File: src/rtl/gf180mcu_fd_sc_mcu9t5v0__arb4_ctrl_if.sv
// Request/grant bundle shared by the requesters and the arbiter.
// The master modport is the requester side; the slave modport is the arbiter.
interface gf180mcu_fd_sc_mcu9t5v0__arb4_ctrl_if #(
    parameter int unsigned N = 4
);
    localparam int unsigned W = (N > 1) ? $clog2(N) : 1;

    logic [N-1:0] REQ;
    logic [N-1:0] GNT;
    logic         BUSY;
    logic [W-1:0] OWNER;
    logic         FORCED;

    modport master (output REQ, input GNT, input BUSY, input OWNER, input FORCED);
    modport slave  (input REQ, output GNT, output BUSY, output OWNER, output FORCED);
endinterface

File: src/rtl/gf180mcu_fd_sc_mcu9t5v0__arb4_ctrl.sv
// Round-robin arbiter with a bounded tenure per grant.
// A one-cycle zero-grant gap separates tenures; FORCED flags a timeout release.
module gf180mcu_fd_sc_mcu9t5v0__arb4_ctrl #(
    parameter int unsigned N       = 4,
    parameter int unsigned MAXHOLD = 8
) (
    input  logic                                    CLK,
    input  logic                                    RST,
    gf180mcu_fd_sc_mcu9t5v0__arb4_ctrl_if.slave     bus
);
    localparam int unsigned W  = (N > 1) ? $clog2(N) : 1;
    localparam int unsigned CW = 8;

    typedef enum logic [1:0] {IDLE, GRANT, GAP} state_t;

    state_t          r_state, w_state_nxt;
    logic [N-1:0]    r_gnt, w_gnt_nxt;
    logic            r_busy, w_busy_nxt;
    logic [W-1:0]    r_owner, w_owner_nxt;
    logic [W-1:0]    r_ptr, w_ptr_nxt;
    logic            r_forced, w_forced_nxt;
    logic [CW-1:0]   r_cnt, w_cnt_nxt;
    logic [W-1:0]    w_winner;
    logic [W-1:0]    w_owner_inc;
    logic            w_any;
    logic            w_owner_req;

    // First set request at or above the pointer, wrapping past N-1.
    always_comb begin
        w_any    = 1'b0;
        w_winner = r_ptr;
        for (int unsigned i = 0; i < N; i++) begin
            if (!w_any && bus.REQ[W'((32'(r_ptr) + i) % N)]) begin
                w_any    = 1'b1;
                w_winner = W'((32'(r_ptr) + i) % N);
            end
        end
    end

    assign w_owner_req = bus.REQ[r_owner];
    assign w_owner_inc = (r_owner == W'(N - 1)) ? '0 : r_owner + W'(1);

    always_comb begin
        w_state_nxt  = r_state;
        w_gnt_nxt    = r_gnt;
        w_busy_nxt   = r_busy;
        w_owner_nxt  = r_owner;
        w_ptr_nxt    = r_ptr;
        w_forced_nxt = 1'b0;
        w_cnt_nxt    = r_cnt;
        case (r_state)
            IDLE, GAP: begin
                w_gnt_nxt  = '0;
                w_busy_nxt = 1'b0;
                w_cnt_nxt  = '0;
                w_state_nxt = IDLE;
                if (w_any) begin
                    w_state_nxt = GRANT;
                    w_gnt_nxt   = N'(1) << w_winner;
                    w_busy_nxt  = 1'b1;
                    w_owner_nxt = w_winner;
                    w_cnt_nxt   = CW'(1);
                end
            end
            GRANT: begin
                // Voluntary release wins over a coincident timeout.
                if (!w_owner_req || (r_cnt >= CW'(MAXHOLD))) begin
                    w_state_nxt  = GAP;
                    w_gnt_nxt    = '0;
                    w_busy_nxt   = 1'b0;
                    w_ptr_nxt    = w_owner_inc;
                    w_cnt_nxt    = '0;
                    w_forced_nxt = w_owner_req;
                end else begin
                    w_cnt_nxt = r_cnt + CW'(1);
                end
            end
            default: begin
                w_state_nxt = IDLE;
                w_gnt_nxt   = '0;
                w_busy_nxt  = 1'b0;
                w_cnt_nxt   = '0;
            end
        endcase
    end

    always_ff @(posedge CLK) begin
        if (RST) begin
            r_state  <= IDLE;
            r_gnt    <= '0;
            r_busy   <= 1'b0;
            r_owner  <= '0;
            r_ptr    <= '0;
            r_forced <= 1'b0;
            r_cnt    <= '0;
        end else begin
            r_state  <= w_state_nxt;
            r_gnt    <= w_gnt_nxt;
            r_busy   <= w_busy_nxt;
            r_owner  <= w_owner_nxt;
            r_ptr    <= w_ptr_nxt;
            r_forced <= w_forced_nxt;
            r_cnt    <= w_cnt_nxt;
        end
    end

    assign bus.GNT    = r_gnt;
    assign bus.BUSY   = r_busy;
    assign bus.OWNER  = r_owner;
    assign bus.FORCED = r_forced;
endmodule
File: src/flat_wrapper.sv
// flat-port wrapper written by rule: the top's interface ports become plain ports
module gf180mcu_fd_sc_mcu9t5v0__arb4_ctrl_flat 
#(
    parameter int unsigned N       = 4,
    parameter int unsigned MAXHOLD = 8
)
  (CLK, RST, bus_REQ, bus_GNT, bus_BUSY, bus_OWNER, bus_FORCED);
  gf180mcu_fd_sc_mcu9t5v0__arb4_ctrl_if #(.N(N)) bus_i ();
  input  logic CLK;
  input  logic RST;
  input wire logic [$bits(bus_i.REQ)-1:0] bus_REQ;
  output wire logic [$bits(bus_i.GNT)-1:0] bus_GNT;
  output wire logic [$bits(bus_i.BUSY)-1:0] bus_BUSY;
  output wire logic [$bits(bus_i.OWNER)-1:0] bus_OWNER;
  output wire logic [$bits(bus_i.FORCED)-1:0] bus_FORCED;
  assign bus_i.REQ = bus_REQ;
  assign bus_GNT = bus_i.GNT;
  assign bus_BUSY = bus_i.BUSY;
  assign bus_OWNER = bus_i.OWNER;
  assign bus_FORCED = bus_i.FORCED;
  gf180mcu_fd_sc_mcu9t5v0__arb4_ctrl #(.N(N), .MAXHOLD(MAXHOLD)) u_core (.CLK(CLK), .RST(RST), .bus(bus_i));
endmodule
File: config.mk
export PLATFORM = sky130hd
export DESIGN_NAME = gf180mcu_fd_sc_mcu9t5v0__arb4_ctrl_flat
export DESIGN_NICKNAME = d
export VERILOG_FILES = /design/src/rtl/gf180mcu_fd_sc_mcu9t5v0__arb4_ctrl_if.sv /design/src/rtl/gf180mcu_fd_sc_mcu9t5v0__arb4_ctrl.sv /design/src/flat_wrapper.sv
export SDC_FILE = /design/constraint.sdc
export NUM_CORES = 1
export LEC_CHECK = 0
export CELL_PAD_IN_SITES_DETAIL_PLACEMENT = 1
export CELL_PAD_IN_SITES_GLOBAL_PLACEMENT = 1
export CORE_MARGIN = 2
export CORE_UTILIZATION = 30
export CTS_CLUSTER_DIAMETER = 80
export DETAILED_ROUTE_END_ITERATION = 10
export MAX_ROUTING_LAYER = met4
export PLACE_DENSITY_LB_ADDON = 0.1
export SETUP_SLACK_MARGIN = 0.1
export SYNTH_ARGS = -nofsm -noshare
export SYNTH_HDL_FRONTEND = slang
export SYNTH_SLANG_ARGS = --single-unit
File: constraint.sdc
create_clock -name CLK -period 2.8 [get_ports CLK]
set_input_delay 0.56 -clock CLK [delete_from_list [all_inputs] [get_ports CLK]]
set_output_delay 0.56 -clock CLK [all_outputs]
set_load 0.05 [all_outputs]
; ---- Yosys cells after proc, flatten, opt, wreduce, memory -nomap -nowiden
; Index checks and enable logic that the tools add are counted.
[classes]
add_sub_neg = 5
mul = 0
n_div = 0
n_lt_le_gt_ge = 6
n_eq_ne = 4
shift = 1
mux = 30
n_bitwise = 2
reduce_logical = 13
[ops]
columns = cell, count
row1 = $pmux W8 S2, 1
row2 = $lt A2 B3 Y1 const B, 5
row3 = $mux W1, 13
row4 = $bmux W1 S2, 5
row5 = $mux W2, 5
row6 = $add A8 B1 Y8 const B, 1
row7 = $ge A8 B4 Y1 const B, 1
row8 = $mux W4, 2
row9 = $mux W8, 1
row10 = $pmux W4 S2, 1
row11 = $add A2 B1 Y2 const B, 2
row12 = $add A2 B2 Y2 const B, 2
row13 = $eq A2 B2 Y1 const B, 2
row14 = $logic_not A1 Y1, 4
row15 = $pmux W2 S2, 1
row16 = $reduce_and A2 Y1, 2
row17 = $shl A1 B2 Y4 const A, 1
row18 = $logic_and A1 B1 Y1, 3
row19 = $reduce_or A3 Y1, 1
row20 = $eq A2 B1 Y1 const B, 1
row21 = $logic_not A2 Y1, 1
row22 = $ne A2 B1 Y1 const B, 1
row23 = $not A1 Y1, 2
row24 = $pmux W1 S2, 1
row25 = other kinds (2), 2
[totals]
register_bits = 20
latchBits = 0
mem_bits_rw = 0
mem_bits_ro = 0
in_bits = 6
out_inout_bits = 8
memories = 0

; ---- Logic depth before layout (Yosys ltp)
; Gate-level depths: netlist (run 1).
[logic_depth]
ltp_word = 15
ltp_mapped = 5
ltp_nobuf = 4

; ---- Worst setup path before layout (run 1)
; Ideal clock, no wire load.
[synth_timing]
path_kind = register to register
start = reg u_core.r_owner[0] (netlist: u_core.bus.OWNER[0])
end = reg u_core.r_ptr[0]
setup_time_ps = 129
arrival_time_ps = 1777
t_required_ps = 2671
path_slack_ps = 894
stages_incl_launch_ff = 5
path_buffers = 0
synth_period_minus_slack_ps = 1906
cell_sequence = dfxtp_1 > mux4_2 > a31oi_1 > mux2i_1 > nor2_1
[synth_via]
elab_chain_len = 5
word_cells_on_any_way = 8
classes_between = 1 x add/sub / 1 x eq/ne / 3 x mux / 3 x reduce/logical
[synth_lines]
columns = element, line
row1 = "start, declared", gf180mcu_fd_sc_mcu9t5v0__arb4_ctrl.sv:19  ; logic [W-1:0] r_owner, w_owner_nxt;
row2 = "start signal, assigned", gf180mcu_fd_sc_mcu9t5v0__arb4_ctrl.sv:100  ; r_owner <= w_owner_nxt;
row3 = $bmux W1 S2, gf180mcu_fd_sc_mcu9t5v0__arb4_ctrl.sv:40  ; assign w_owner_req = bus.REQ[r_owner];
row4 = $mux W1 (implied by the code), gf180mcu_fd_sc_mcu9t5v0__arb4_ctrl.sv:40
row5 = $logic_not A1 Y1, gf180mcu_fd_sc_mcu9t5v0__arb4_ctrl.sv:67  ; if (!w_owner_req || (r_cnt >= CW'(MAXHOLD))) begin
row6 = $logic_or A1 B1 Y1, gf180mcu_fd_sc_mcu9t5v0__arb4_ctrl.sv:67
row7 = $reduce_and A2 Y1 (no source line), n/a
row8 = "end signal, assigned", gf180mcu_fd_sc_mcu9t5v0__arb4_ctrl.sv:101  ; r_ptr <= w_ptr_nxt;
row9 = "end, declared", gf180mcu_fd_sc_mcu9t5v0__arb4_ctrl.sv:20  ; logic [W-1:0] r_ptr, w_ptr_nxt;
; Several ways; a longest one is shown, not always the timed one. The select of a mux whose other input is x is not followed.
; A chain may end at the register's enable or synchronous reset.

; ---- Worst setup path after layout (run 1)
[layout_timing]
start = reg u_core.r_owner[0] (netlist: u_core.bus.OWNER[0])
end = out bus_OWNER[0]
[layout_lines]
columns = element, line
row1 = "end, declared", flat_wrapper.sv:14  ; output wire logic [$bits(bus_i.OWNER)-1:0] bus_OWNER;
; No word-level cell between the ends.

==> results.toml, run 1 <==
[detailed_routing]
wl_um = 1721
dr.pass1.iters = 2
vias = 660
drtAntennaViolNets = 0
drt-initial-drc-count = 7
routedWlPerCell_um = 13.04
drc_errors = 0
vias_per_cell = 5.000

[worst_setup_path]
critPathSlowestCell = "clkdlybuf4s50_1"
end_kind = "primary output"
critPathRequiredTime_ns = 2.24
path_cells = "clkdlybuf4s50_1"
path_buf_inv = 1
crit_fanout = 5
path_delay_family = "buffers and inverters"
crit_path_max_incr_delay_ns = 0.84
critPathKind = "reg -> out"
arrival_ns = 1.57
cp-start-kind = "flip-flop"

[cells_and_area]
regArea_sq_um = 400.4
drive_gt1_share_pct = 8.911
n_antenna_cell = 0
instances_no_fill = 132
final_cell_mix = "dfxtp_1 (20), clkdlybuf4s50_1 (13), nor2_1 (11)"
nets = 111
multi_input_area_sq_um = 434.2
utilization_pct = 39.38
area_delta_synth_final_pct = 26.56
fill_cells = 318
final_common_cell = "dfxtp_1"

[timing]
hold_slack_ns = 0.4678
final_max_slew_viol_count = 0
maxSlewHeadroom_pct = 66.75
layout_setup_ws_ns = 0.6665
rsz0062_at_grt = "no"
setup_viol = 0
worst-slew-pin-transition_ns = 0.4973
max_freq_ghz = 0.4687
hold_viol = 0
fin_crit_ns = 2.134
post-route-period-util_pct = 76.20
skew_ns = 0.01281
tns_ns = 0

[global_route]
antenna_found_initial = 0
grt_pass1_vias = 670
grt.overflow.total = 0
track_usage_pct = 12.38
grt_start_max_net_pins = 13
grt_pass1_wl_um = 3091

[placed_design]
io_buffers = 13
pre_cts_ws_ns = 0.4571
gp_congestion = 0.6745
place_inst = 128
hpwl_um = 1371

[synth]
ys_ff_latch = 20
yosys_warnings = 0
synth_area_leaders = "dfxtp_1 (47%), nor2_1 (4.9%), a32o_1 (4.7%)"
synth_top_area_cell = "dfxtp_1"
async_reset_ff_share_pct = 0
ys_types = 37
netlist_instances = 83
synth-main-ff-cell = "dfxtp_1"
syn_avg_cell_area_sq_um = 10.16
ys_seq_area_share_pct = 47.48
synth_edf_count = 0
netlist_area_sq_um = 843.3
synth_top_area_share_pct = 47.48

[clock_tree]
cts-resized-gates = 0
clock_sink_count = 20
clock_path_buffers = 2
postCtsSetupBuffers = 0
root_buffer = "clkbuf_4"
clk_latency_ns = 0.30
htreeDepth = 1
hold_buffers = 0
cts-buffers-inserted = 3
path_clk_slew_ns = 0.12
cts_tree = "yes"

[floorplan]
die_w_um = 57.02
rows = 19
start_util_pct = 31.12
io-pin-count = 14
die_h_um = 57.02
core_sq_mm = 0.002710
die-area_sq_mm = 0.003251

[power_and_ir_drop]
power_density_mw_per_mm2 = 621.5
vdd_drop_max_mv = 0.3180
p_leak_uw = 0.0004141

[run_status]
outcome = "finished clean"

[min_path]
min_path_type = "reg -> reg"

[job]
maxCapViolCount = 0
## flip-flops by register name, indices dropped and copies added (netlist names)
name,flops
u_core.bus.FORCED,1
u_core.r_ptr,2
u_core.bus.BUSY,1
u_core.r_cnt,8
u_core.bus.GNT,4
u_core.bus.OWNER,2
u_core.r_state,2
## metrics by stage
stage | cell area (sq um) | total power [uW]
floorplan | 854.6 | 398.3
global placement | 1015 | 435.7
detailed placement | 1015 | 438.7
CTS | 1067 | 674.1
global route | 1067 | 701.0
finish | 1067 | 663.4
## layer usage
layer | part of all wire (%) | GRT usage, % | up-vias | routed length, um
li1 | - | - | 336 | -
met1 | 51 | 17.23 | 316 | 878
met2 | 45 | 18.06 | 8 | 776
met3 | 3.9 | 3.175 | 0 | 67
met4 | 0 | 2.990 | 0 | 0
met5 | 0 | - | - | 0
## logic make-up (layout without fill, tap and decap cells)
logic type | after synthesis | after routing | synth area share [%]
adders and majority gates | 3 | 3 | 4.452
AOI/OAI and AO/OA | 21 | 21 | 20.18
xor gates and xnor gates | 2 | 2 | 2.078
other | 1 | 4 | 0.4447
muxes | 3 | 3 | 5.044
DFF | 20 | 20 | 47.48
buffers and inverters | 5 | 20 | 2.373
and+or+nand+nor | 28 | 28 | 17.95
## cell type report
type,instances,area share [%]
Multi-Input combinational cell,61,40.68
Sequential cell,20,37.51
Timing Repair Buffer,13,12.19
Tap cell,31,3.634
Clock inverter,1,2.814
Clock buffer,3,2.110
Inverter,3,1.055
## Yosys cell counts (2+ instances only)
cell type	count
dfxtp_1	20
nor2_1	11
nand2_1	2
nor4_1	2
nor2b_1	3
a21oi_1	4
mux2i_1	2
a21o_1	2
a32o_1	4
inv_1	3
ha_1	3
nand2b_1	2
## final timing paths
path / startpoint / endpoint / slack (ns) / cells after the start
hold reg to reg: u_core.r_state[1] / u_core.r_cnt[0] / 0.47 / 1
setup reg to reg: u_core.bus.OWNER[0] / u_core.r_ptr[0] / 1.11 / 4
setup / recovery: u_core.bus.OWNER[0] / bus_OWNER[0] / 0.67 / 1
hold / removal: u_core.r_state[1] / u_core.r_cnt[0] / 0.47 / 1
## report_power, final
| group | leakage (uW) | total [uW] | switching, uW | internal (uW) |
|---|---|---|---|---|
| Sequential | 0.000165 | 315 | 14.1 | 301 |
| Clock | 0.0000279 | 233 | 88.3 | 145 |
| Combinational | 0.000221 | 115 | 68.2 | 46.9 |
Power figures use the tool's default switching activity.
==> inputs of run 2 (changes only) <==
- clock period: 2.8 -> 1.75 ns (I/O delays scaled with it)
==> run 2 against run 1 <==
Compared with the run above:
- design area increased by 6.1%
- highest routed layer is now met4
- via count increased by 6.1%
- flip-flop and latch count unchanged
==> results.toml, run 2 (synthesis results as in run 1) <==
[run_status]
outcome = "finished clean"

[cells_and_area]
final_cell_mix = "buf_4 (17), dfxtp_1 (17), nor2_1 (11)"
largest_reg_flops = 8
fill_cells = 322
nets = 120
top_register = "u_core.r_cnt"
utilization_pct = 41.78
drive_gt1_share_pct = 29.09
n_antenna_cell = 0
area_delta_synth_final_pct = 34.27

[clock_tree]
path_clk_slew_ns = 0.11
clk_latency_ns = 0.30
root_buffer = "clkbuf_4"
clock_sink_count = 20
postCtsSetupBuffers = 0
hold_buffers = 0
htreeDepth = 1
clock_path_buffers = 2
cts_tree = "yes"
cts-buffers-inserted = 3

[floorplan]
die_w_um = 57.02
die_h_um = 57.02
io-pin-count = 14
start_util_pct = 31.12
die-area_sq_mm = 0.003251
core_sq_mm = 0.002710
rows = 19

[min_path]
min-delay-start = "u_core.r_state[1]"
whs_endpoint = "u_core.r_cnt[0]"
holdPathStages = 1
min_path_type = "reg -> reg"

[timing]
setup_viol = 0
hold_viol = 0
layout_setup_ws_ns = 0.1906
rsz0062_at_grt = "no"
skew_ns = 0.002137
max_freq_ghz = 0.6413
fin_crit_ns = 1.559
final_max_slew_viol_count = 0
post-route-period-util_pct = 89.11

[global_route]
antenna_found_initial = 0
grt_start_max_net_pins = 12
top_usage_layer = "met2"
met2_usage_pct = 19.05
track_usage_pct = 13.51
use_met1_pct = 18.98
grt_pass1_wl_um = 3305
grt_use_met3_pct = 3.628
grt.overflow.total = 0
grt_pass1_vias = 698

[placed_design]
io_buffers = 13
hpwl_um = 1480
gp_congestion = 0.7058
pre_cts_ws_ns = -0.2591

[worst_setup_path]
arrival_ns = 1.76
critPathRequiredTime_ns = 1.95
critPathKind = "reg -> reg"
timing.rr.end = "u_core.r_state[0]"
crit_path_max_incr_delay_ns = 0.57
path_buf_inv = 0
path_delay_family = "multiplexers"
cp-start-kind = "flip-flop"
reg2regPathDepth = 4
critPathSlowestCell = "mux4_2"
end_kind = "flip-flop"
crit_fanout = 7
r2r_slack_ns = 0.19
r2r_start = "u_core.bus.OWNER[0]"
path_cells = "mux4_2 -> nand3_4 -> nor3_2 -> or2_2"

[detailed_routing]
drtAntennaViolNets = 0
drt-initial-drc-count = 15
wl_um = 1908
routedWlPerCell_um = 13.53
dr.pass1.iters = 3
drc_errors = 0
vias = 700
vias_per_cell = 4.965

[job]
maxCapViolCount = 0

[power_and_ir_drop]
power_density_mw_per_mm2 = 862.5
vdd_drop_max_mv = 0.4688
p_leak_uw = 0.0004975
-- run 2: cell type report --
| class | count | area, sq um | share of cell area, % |
|---|---|---|---|
| inverter | 3 | 11.26 | 0.9945 |
| sequential | 20 | 406.6 | 35.91 |
| clock buffer | 4 | 36.28 | 3.204 |
| tap | 31 | 38.79 | 3.425 |
| multi-input combinational | 61 | 455.4 | 40.22 |
| timing repair buffer | 22 | 183.9 | 16.24 |
-- run 2: worst max path at each step --
stage	end	depth (start not counted)	startpoint
after global routing	u_core.bus.FORCED	5	u_core.bus.OWNER[0]
after floorplan	u_core.r_ptr[0]	4	u_core.bus.OWNER[0]
after CTS	u_core.r_cnt[0]	5	bus_REQ[0]
after detailed placement	u_core.r_ptr[0]	5	bus_REQ[1]
final	u_core.r_state[0]	4	u_core.bus.OWNER[0]
after global placement	u_core.r_ptr[0]	5	bus_REQ[1]
-- run 2: metal layers --
layer  up-vias  wire length, um
met3         2               74
met1       336              972
met5         -                0
li1        352                -
met4         0               19
met2        10              843
-- run 2: report_power, final --
part / switching, uW / internal [uW]
clock network: 142 / 127
registers: 25.7 / 483
logic: 116 / 83.9
-- run 2: metrics by stage --
stage                     power [uW]  hold slack (ns)  TNS (ns)  instances  cell area, sq um
final                          976.7           0.4602         0        141              1132
after global routing            1034           0.4768         0        141              1132
after CTS                      992.5           0.4623         0        141              1109
after detailed placement       714.7           0.4411    -2.592        137              1067
after global placement         710.6           0.4302    -2.367        137              1067
after floorplan                637.7           0.4264         0         86             859.6
-- run 2: timing repair --
action | CTS | global route
pin swaps | 0 | 2
setup endpoints to repair | 4 | 11
resized for setup | 2 | 7
==> inputs of run 3 (changes only) <==
- CORE_UTILIZATION: 30 -> 35
==> run 3 against run 2 <==
Compared with the run above:
- final cell count is 0.71% lower
- combinational power is 9% higher
- total power is 5.7% higher
- utilization is 10 points higher
- non-clock buffer count is 2 higher
- global-route usage is 3.7 points higher
- wire length is 2.4% higher
- count of clock-buffer cells in the layout stayed put
- worst hold slack better by 0.025 ns
- critical path depth stayed put
- maximum frequency is 0.60% lower
- highest routed layer unchanged
==> results.toml, run 3 (synthesis results as in run 1) <==
[timing]
post-route-period-util_pct = 89.65
final_max_slew_viol_count = 0
fin_crit_ns = 1.569
hold_slack_ns = 0.4850
skew_ns = 0.003995
max_freq_ghz = 0.6374
hold_viol = 0
rsz0062_at_grt = "yes"
setup_viol = 0

[placed_design]
hpwl_um = 1592
io_buffers = 13
gp_congestion = 0.7962
dpl_cell_area_sq_mm = 0.001071

[detailed_routing]
drc_errors = 0
routedWlPerCell_um = 13.96
drt-initial-drc-count = 11
vias_per_cell = 5.229
dr.pass1.iters = 4
vias = 732
drtAntennaViolNets = 0
wl_um = 1954

[floorplan]
core_sq_mm = 0.002255
die_h_um = 53.09
io-pin-count = 14
die-area_sq_mm = 0.002818
rows = 17
die_w_um = 53.09
start_util_pct = 37.40

[clock_tree]
htreeDepth = 1
clock_path_buffers = 2
clock_sink_count = 20
root_buffer = "clkbuf_4"
clk_latency_ns = 0.30
cts_tree = "yes"
hold_buffers = 0
cts-buffers-inserted = 3
path_clk_slew_ns = 0.11

[cells_and_area]
nets = 122
design_area_sq_mm = 0.001170
area_delta_synth_final_pct = 38.72
final_common_cell = "buf_4"
final_cell_mix = "buf_4 (19), dfxtp_1 (18), nor2_1 (11)"
top_register = "u_core.r_cnt"
drive_gt1_share_pct = 31.25
largest_reg_flops = 8
n_antenna_cell = 0
fill_cells = 270

[min_path]
min_path_type = "reg -> reg"

[global_route]
track_usage_pct = 17.18
antenna_found_initial = 0
grt_pass1_vias = 716
grt.overflow.total = 0
grt_pass1_wl_um = 3346
grt_start_max_net_pins = 13

[worst_setup_path]
end_kind = "flip-flop"
crit_fanout = 3
path_cells = "mux4_2 -> nand3_4 -> or3b_4 -> a221oi_2"
arrival_ns = 1.78
critPathRequiredTime_ns = 1.96
crit_path_max_incr_delay_ns = 0.41
cp-start-kind = "flip-flop"
critPathSlowestCell = "mux4_2"
critPathKind = "reg -> reg"

[power_and_ir_drop]
p_int_uw = 748.5
power.switching_uw = 284.3
p_seq_share_pct = 49.0
vdd_drop_max_mv = 0.7297
pwr-share-clk_pct = 30.1
power_density_mw_per_mm2 = 882.8
p_sw_share_pct = 27.53
p_leak_uw = 0.0005101
combPwrFrac_pct = 20.9

[job]
maxCapViolCount = 0

[run_status]
outcome = "finished clean"
==> run 3: cell count changes in the layout (fill, tap and decap cells not counted), sizes merged <==
cell          previous run  this run
dlygate4sd2              1         2
buf                     17        19
dlymetal6s2s             3         2
==> run 3: repair_timing <==
action | 4_1_cts | 5_1_grt
setup endpoints to repair | 5 | 11
pin swaps | 2 | 4
gates resized for setup | 4 | 7
setup buffers | 0 | 1
hold endpoints to repair | 0 | 0
==> run 3: cell type report <==
cell class,count,area (sq um),share of cell area (%)
multi-input cells,61,475.5,40.64
flip-flops and latches,20,405.4,34.65
clock buffers,4,47.55,4.064
well taps,28,35.03,2.995
repair buffers,24,195.2,16.68
inverters,3,11.26,0.9626
==> run 3: metrics by stage <==
| stage | TNS, ns | total power, uW | worst slack (ns) | instances | util, % |
|---|---|---|---|---|---|
| floorplan | 0 | 637.7 | 0.1408 | 86 | - |
| global placement | -2.200 | 711.7 | -0.2301 | 135 | 47.50 |
| detailed placement | -2.974 | 720.7 | -0.2942 | 135 | 47.50 |
| CTS | 0 | 1039 | 0.1062 | 139 | 50.06 |
| global route | 0 | 1094 | 0.09145 | 140 | 51.89 |
| finish | 0 | 1033 | 0.1812 | 140 | 51.89 |
==> run 3: worst max-delay path, delay by kind of cell, from the launching register on <==
kind	cells	cell delay [ns]
simple gates	2	0.47
compound gates	1	0.24
flops	1	0.36
mux	1	0.41
==> run 3: final timing paths <==
| kind | start | depth (start not counted) | endpoint | slack [ns] |
|---|---|---|---|---|
| hold / removal | u_core.bus.GNT[3] | 1 | u_core.bus.GNT[3] | 0.48 |
| hold reg to reg | u_core.bus.GNT[3] | 1 | u_core.bus.GNT[3] | 0.48 |
| setup reg to reg | u_core.bus.OWNER[0] | 4 | u_core.r_cnt[0] | 0.18 |
| setup / recovery | u_core.bus.OWNER[0] | 4 | u_core.r_cnt[0] | 0.18 |
==> run 3: layer usage <==
layer	part of all wire, %	vias to the layer above	global-route usage, %
li1	-	360	-
met1	44	353	20.59
met2	50	17	28.54
met3	4.8	2	5.085
met4	0.72	0	3.846
met5	0	-	-
==> run 3: power groups by stage <==
stage | Combinational, uW | Clock [uW] | Sequential (uW)
floorplan | 86.0 | 0 | 552
global placement | 196 | 0 | 515
detailed placement | 203 | 0 | 517
CTS | 207 | 325 | 507
global route | 235 | 348 | 511
finish | 216 | 311 | 506
